File: src/rtl/branch_predictor.sv
// branch_predictor: direct-mapped BTB with 2-bit saturating counters, an
// optional static predict-not-taken mode, and resolution statistics.
// Lookup and mispredict/redirect are purely combinational; table and
// statistics state change on the rising edge of clk.
module branch_predictor #(
  parameter int PC_WIDTH    = 32,
  parameter int ENTRIES     = 16,
  parameter int CNT_WIDTH   = 32,
  parameter int STATIC_MODE = 0
) (
  input  logic                 clk,
  input  logic                 rst,
  input  logic [PC_WIDTH-1:0]  lk_pc,
  output logic                 lk_taken,
  output logic [PC_WIDTH-1:0]  lk_target,
  input  logic                 upd_valid,
  input  logic                 upd_is_jump,
  input  logic [PC_WIDTH-1:0]  upd_pc,
  input  logic                 upd_taken,
  input  logic [PC_WIDTH-1:0]  upd_target,
  input  logic                 upd_pred_taken,
  input  logic [PC_WIDTH-1:0]  upd_pred_target,
  output logic                 mispredict,
  output logic [PC_WIDTH-1:0]  redirect_pc,
  output logic [CNT_WIDTH-1:0] stat_branches,
  output logic [CNT_WIDTH-1:0] stat_mispredicts
);

  localparam int IDX   = $clog2(ENTRIES);
  localparam int TAG_W = PC_WIDTH - IDX - 2;
  localparam logic [PC_WIDTH-1:0] PC_STEP = PC_WIDTH'(4);

  // Table state: small enough to live in registers, which keeps the
  // lookup path asynchronous as IF requires.
  logic                valid_q  [ENTRIES];
  logic                valid_d  [ENTRIES];
  logic [TAG_W-1:0]    tag_q    [ENTRIES];
  logic [TAG_W-1:0]    tag_d    [ENTRIES];
  logic [PC_WIDTH-1:0] target_q [ENTRIES];
  logic [PC_WIDTH-1:0] target_d [ENTRIES];
  logic [1:0]          ctr_q    [ENTRIES];
  logic [1:0]          ctr_d    [ENTRIES];

  logic [CNT_WIDTH-1:0] stat_branches_q, stat_branches_d;
  logic [CNT_WIDTH-1:0] stat_mispredicts_q, stat_mispredicts_d;

  logic [IDX-1:0]      lk_idx, upd_idx;
  logic [TAG_W-1:0]    lk_tag, upd_tag;
  logic                lk_hit, upd_hit;
  logic [1:0]          upd_ctr;
  logic                wr_en;
  logic [1:0]          wr_ctr;
  logic [PC_WIDTH-1:0] wr_target;

  // The two low PC bits never take part in indexing or tagging.
  logic unused_pc_bits;
  assign unused_pc_bits = ^{lk_pc[1:0], upd_pc[1:0]};

  assign lk_idx  = lk_pc[IDX+1:2];
  assign lk_tag  = lk_pc[PC_WIDTH-1:IDX+2];
  assign upd_idx = upd_pc[IDX+1:2];
  assign upd_tag = upd_pc[PC_WIDTH-1:IDX+2];
  assign lk_hit  = valid_q[lk_idx] && (tag_q[lk_idx] == lk_tag);
  assign upd_hit = valid_q[upd_idx] && (tag_q[upd_idx] == upd_tag);
  assign upd_ctr = ctr_q[upd_idx];

  // Lookup: predicted next PC for IF, from the registered table only.
  always_comb begin
    lk_taken  = (STATIC_MODE == 0) && lk_hit && ctr_q[lk_idx][1];
    lk_target = lk_taken ? target_q[lk_idx] : lk_pc + PC_STEP;
  end

  // Resolution: flag a wrong direction or wrong taken target and steer fetch.
  always_comb begin
    mispredict  = 1'b0;
    redirect_pc = '0;
    if (upd_valid) begin
      mispredict  = (upd_taken != upd_pred_taken) ||
                    (upd_taken && (upd_target != upd_pred_target));
      redirect_pc = upd_taken ? upd_target : upd_pc + PC_STEP;
    end
  end

  // Decide what the resolved instruction writes back to its entry, if anything.
  always_comb begin
    wr_en     = 1'b0;
    wr_ctr    = upd_ctr;
    wr_target = target_q[upd_idx];
    if (upd_valid && (STATIC_MODE == 0)) begin
      if (upd_hit) begin
        wr_en = 1'b1;
        if (upd_is_jump) begin
          wr_ctr    = 2'b11;
          wr_target = upd_target;
        end else if (upd_taken) begin
          wr_ctr    = (upd_ctr == 2'b11) ? 2'b11 : upd_ctr + 2'd1;
          wr_target = upd_target;
        end else begin
          wr_ctr    = (upd_ctr == 2'b00) ? 2'b00 : upd_ctr - 2'd1;
        end
      end else if (upd_taken) begin
        // Allocation simply evicts whatever aliased into this slot.
        wr_en     = 1'b1;
        wr_ctr    = upd_is_jump ? 2'b11 : 2'b10;
        wr_target = upd_target;
      end
    end
  end

  // Next-state for the table and the statistics counters.
  always_comb begin
    for (int i = 0; i < ENTRIES; i++) begin
      valid_d[i]  = valid_q[i];
      tag_d[i]    = tag_q[i];
      target_d[i] = target_q[i];
      ctr_d[i]    = ctr_q[i];
    end
    if (wr_en) begin
      valid_d[upd_idx]  = 1'b1;
      tag_d[upd_idx]    = upd_tag;
      target_d[upd_idx] = wr_target;
      ctr_d[upd_idx]    = wr_ctr;
    end
    stat_branches_d    = stat_branches_q + CNT_WIDTH'(upd_valid);
    stat_mispredicts_d = stat_mispredicts_q + CNT_WIDTH'(mispredict);
  end

  // State registers; reset discards any update presented in the same cycle.
  always_ff @(posedge clk) begin
    if (!rst) begin
      for (int i = 0; i < ENTRIES; i++) begin
        valid_q[i] <= 1'b0;
        ctr_q[i]   <= 2'b01;
      end
      stat_branches_q    <= '0;
      stat_mispredicts_q <= '0;
    end else begin
      for (int i = 0; i < ENTRIES; i++) begin
        valid_q[i]  <= valid_d[i];
        tag_q[i]    <= tag_d[i];
        target_q[i] <= target_d[i];
        ctr_q[i]    <= ctr_d[i];
      end
      stat_branches_q    <= stat_branches_d;
      stat_mispredicts_q <= stat_mispredicts_d;
    end
  end

  assign stat_branches    = stat_branches_q;
  assign stat_mispredicts = stat_mispredicts_q;

endmodule

File: config.mk
export PLATFORM = sky130hd
export DESIGN_NAME = branch_predictor
export DESIGN_NICKNAME = d
export VERILOG_FILES = /design/src/rtl/branch_predictor.sv
export SDC_FILE = /design/constraint.sdc
export NUM_CORES = 2
export LEC_CHECK = 0
export CORE_ASPECT_RATIO = 0.6
export CORE_UTILIZATION = 54
export DETAILED_ROUTE_END_ITERATION = 10
export PLACE_DENSITY_LB_ADDON = 0.15
export SYNTH_ARGS = -nofsm -noshare
export SYNTH_HDL_FRONTEND = slang
export SYNTH_SLANG_ARGS = --single-unit
File: constraint.sdc
create_clock -name clk -period 16.9 [get_ports clk]
set_clock_uncertainty 0.05 [all_clocks]
set_input_delay 4.225 -clock clk [delete_from_list [all_inputs] [get_ports clk]]
set_output_delay 4.225 -clock clk [all_outputs]
set_load 0.05 [all_outputs]
==> metrics.md <==
| Metric | Value |
|---|---|
| CP Cell Sequence | `buf_8 > buf_4 > mux4_2 > mux4_2 > xnor2_1 > nand4_1 > or4_4 > nor4_4 > buf_4 > nand2_2 > o21ai_2 > clkdlybuf4s50_1` |
| Iter 0 DRT Violations | `4697` |
| NetSw | `around 1400 uW` |
| Synth Warn # | `0` |
| Post-CTS setup buffers | `0` |
| Share of cells above drive strength 1 | `27.1%` |
| Gr usage total | `33.1%` |
| Asr flop ratio synth | `0%` |
| CTS tree | `done` |
| Die Ht | `between 200 and 250 um` |
| Critical Path Start Type | `input pin` |
| Synth Area in Adders | `0.241%` |
| Fmax | `0.0705 GHz` |
| Sink Count | `1040` |
| Largest net degree at the start of global routing | `~120` |
| Vias in the first global route | `30946` |
| Fin crit share | `83.9%` |
| Most frequent cells in the layout | `edfxtp_1 (937), mux4_2 (526), clkdlybuf4s50_1 (254)` |
| Drt total wl | `157000 um` |
| Mean post-synth cell area | `17.5 um^2` |
| Clk pwr share | `38.5%` |
| Internal Power | `4290 uW` |
| Number of synthesized flops with an enable pin | `937` |
| CP Max Fanout | `80` |
| Post-synthesis register bit count | `between 1000 and 1500` |
| Cts hold-fix bufs | `0` |
| GPL Wtd Cong | `0.989` |
| Die X | `399 um` |
| Crit-path max cell delay | `0.83 ns` |
| Setup TNS | `0 ns` |
| Initial Util | `55.0%` |
| Drt drc | `0` |
| Ports | `264` |
| PostCTS Resize Cnt | `0` |
| Vias per inst | `approximately 7.0` |
| IO buf count | `roughly 260` |
| Reg-to-Reg End | `target_q[7][8]` |
| Total grt overflow | `0` |
| Hold_sp | `ctr_q[2][0]` |
| Min Tclk post-route | `14.18 ns` |
| Status | `complete, but fails checks` |
| Initial antenna violation count | `7` |
| Worst slew pin tran | `1.49 ns` |
| R2R setup slack | `around 11 ns` |
| Endpoint kind of the worst setup timing path | `primary output` |
| Via count | `31393` |
| Largest family of logic cells by synthesized area | `multiplexers` |
| Most common cell after layout, fill and taps aside | `edfxtp_1` |
| Layout Nets | `3298` |
| Dpl ws | `2.77 ns` |
| H-tree lvl count | `3` |
| Slowest stage cell, crit path | `clkdlybuf4s50_1` |
| Slew Limit Fails | `1` |
| Worst Path Required | `between 10 and 15 ns` |
| # setup viols final | `0` |
| CTS Buffer Depth | `3` |
| Xor/xnor share of the synthesized area | `3.21%` |
| Area share of and/or/nand/nor cells after synthesis | `4.82%` |
| Area contributors post-synth | `edfxtp_1 (55%), mux4_2 (23%), dfxtp_1 (4.0%), mux2i_1 (2.2%), xor2_1 (1.8%)` |
| Share of the synthesized area in the top cell type | `55.2%` |
| Largest area contributor in the netlist | `edfxtp_1` |
| RSZ-0062 raised after global routing | `false` |
| DIE AREA | `~0.096 mm^2` |
| Root buf cell | `clkbuf_16` |
| Syn-to-layout area delta | `13.6%` |
| Storage element area | `0.0302 mm^2` |
| Fillers | `6383` |
| Seq pwr share | `about half` |
| Multi-input gate area | `roughly 0.02 mm^2` |
| CTS clk-pin slew, worst paths | `around 0.07 ns` |
| Core area | `0.0926 mm^2` |
| Post-synthesis compound-gate area fraction | `about 3.5%` |
| Hold Crit Depth | `1` |
| Violated checks | `max-capacitance violations, max-slew violations` |
| HPWL after detailed placement | `around 100000 um` |
| CTS Buf Count | `97` |
| Max_cap viols | `1` |
| R2R depth | `10` |
| Mux cell area share after synthesis | `26.7%` |
| Peak supply drop | `0.0859 mV` |
| Count of final hold-check violations | `0` |
| Worst-skew pair later-pin latency | `between 0.7 and 0.8 ns` |
| Pwr dens | `approximately 98 mW/mm^2` |
| Worst path arrival time | `9.91 ns` |
| Hold worst-path end | `ctr_q[2][0]` |
| Sw Share | `24.1%` |
| DRT Pass-1 Iters | `7` |
| Row Count | `86` |
| Kind of critical path | `in2out` |
| Synth Cell Area | `0.0510 mm^2` |
| Unique masters post-synth | `between 60 and 70` |
| First-pass GRT wire length | `223000 um` |
| WL/cell | `roughly 35 um` |
| Synthesized instance count | `2915` |
| Final worst-path setup slack | `around 2.7 ns` |
| Comb pwr share | `between 10% and 20%` |
| Remaining antenna violation count after routing | `0` |
| Synthesized net count | `3058` |
| Min-Delay Path Class | `reg2reg` |
| LEAKAGE | `approximately 0.018 uW` |
| R2R Path Start | `tag_q[1][22]` |
| Worst slew margin | `-0.780%` |
| Ys flop type | `edfxtp_1` |
| Sequential element share of the synthesized area | `59.2%` |
==> final cells by class <==
cell class / instances / share of cell area [%]
clock inverters: 50 / 0.789
multi-input cells: 1650 / 34.1
diodes: 6 / 0.0259
flip-flops and latches: 1040 / 52.2
well taps: 1232 / 2.66
repair buffers: 335 / 5.52
inverters: 31 / 0.201
clock buffers: 126 / 4.52
==> logic make-up after synthesis <==
kind of cell               count (synthesis)
DFF                                     1040
xor gates and xnor gates                 187
adders and majority gates                 10
buffers and inverters                    225
and+or+nand+nor                          508
muxes                                    686
AOI/OAI and AO/OA                        259
==> metal layers <==
layer	global-route usage, %	vias to the layer above	wire length, um
li1	-	12526	-
met1	47.6	16394	61100
met2	49.3	2155	71300
met3	8.08	312	18300
met4	12.2	6	5870
met5	0	-	39
==> power groups by stage <==
stage / logic [uW] / clock network [uW] / registers (uW)
after global placement: 603 / 0 / 2900
after CTS: 615 / 2200 / 2850
after floorplan: 380 / 0 / 2910
after detailed placement: 613 / 0 / 2910
after global routing: 646 / 2290 / 2850
final: 624 / 2180 / 2850
==> state kept, by name, indices dropped and copies added, names as in the netlist <==
signal	cells
ctr_q	32
stat_mispredicts	32
target_q	512
stat_branches	32
valid_q	16
tag_q	416
==> how the worst max path moves through the flow <==
stage	slack, ns	end	start	cells past startpoint
after floorplan	4.91	redirect_pc[25]	upd_pc[5]	11
after global placement	2.89	lk_target[2]	lk_pc[2]	12
after detailed placement	2.77	lk_target[29]	lk_pc[2]	12
after CTS	2.75	lk_target[29]	lk_pc[2]	12
after global routing	2.51	lk_target[23]	lk_pc[2]	12
final	2.72	lk_target[23]	lk_pc[2]	12
==> Yosys cell counts (all sizes together) (2+ instances only) <==
master	n
a211oi	19
a21o	3
a21oi	41
a221oi	10
a22o	14
a22oi	22
a311oi	3
and2	15
and3	14
and4	3
buf	103
clkbuf	91
dfxtp	103
edfxtp	937
ha	9
inv	30
mux2	47
mux2i	113
mux4	526
nand2	154
nand2b	3
nand3	55
nand4	40
nor2	154
nor2b	6
nor3	22
nor4	13
o2111ai	3
o211ai	9
o21a	5
o21ai	84
o22a	11
o22ai	22
o2bb2ai	2
o32a	2
o32ai	2
or2	5
or3	18
or4	3
xnor2	82
xor2	105
==> through the flow <==
step | instances | hold WS (ns) | cell area, um^2 | util, % | total power (uW)
after CTS | 4464 | 0.424 | 57900 | 62.5 | 5660
final | 4470 | 0.426 | 57900 | 62.5 | 5650
after floorplan | 2915 | 0.381 | 51000 | - | 3290
after detailed placement | 4288 | 0.408 | 54800 | 59.2 | 3520
after global routing | 4468 | 0.438 | 57900 | 62.5 | 5790
after global placement | 4288 | 0.395 | 54800 | 59.2 | 3510
==> worst max-delay path: cells and delay by family <==
| kind | cells | cell delay, ns |
|---|---|---|
| AO/OA/AOI/OAI | 1 | 0.09 |
| XOR/XNOR | 1 | 0.37 |
| buffers and inverters | 4 | 2.75 |
| multiplexers | 2 | 1.12 |
| AND/OR/NAND/NOR | 4 | 1.14 |
Power figures use the tool's default switching activity.
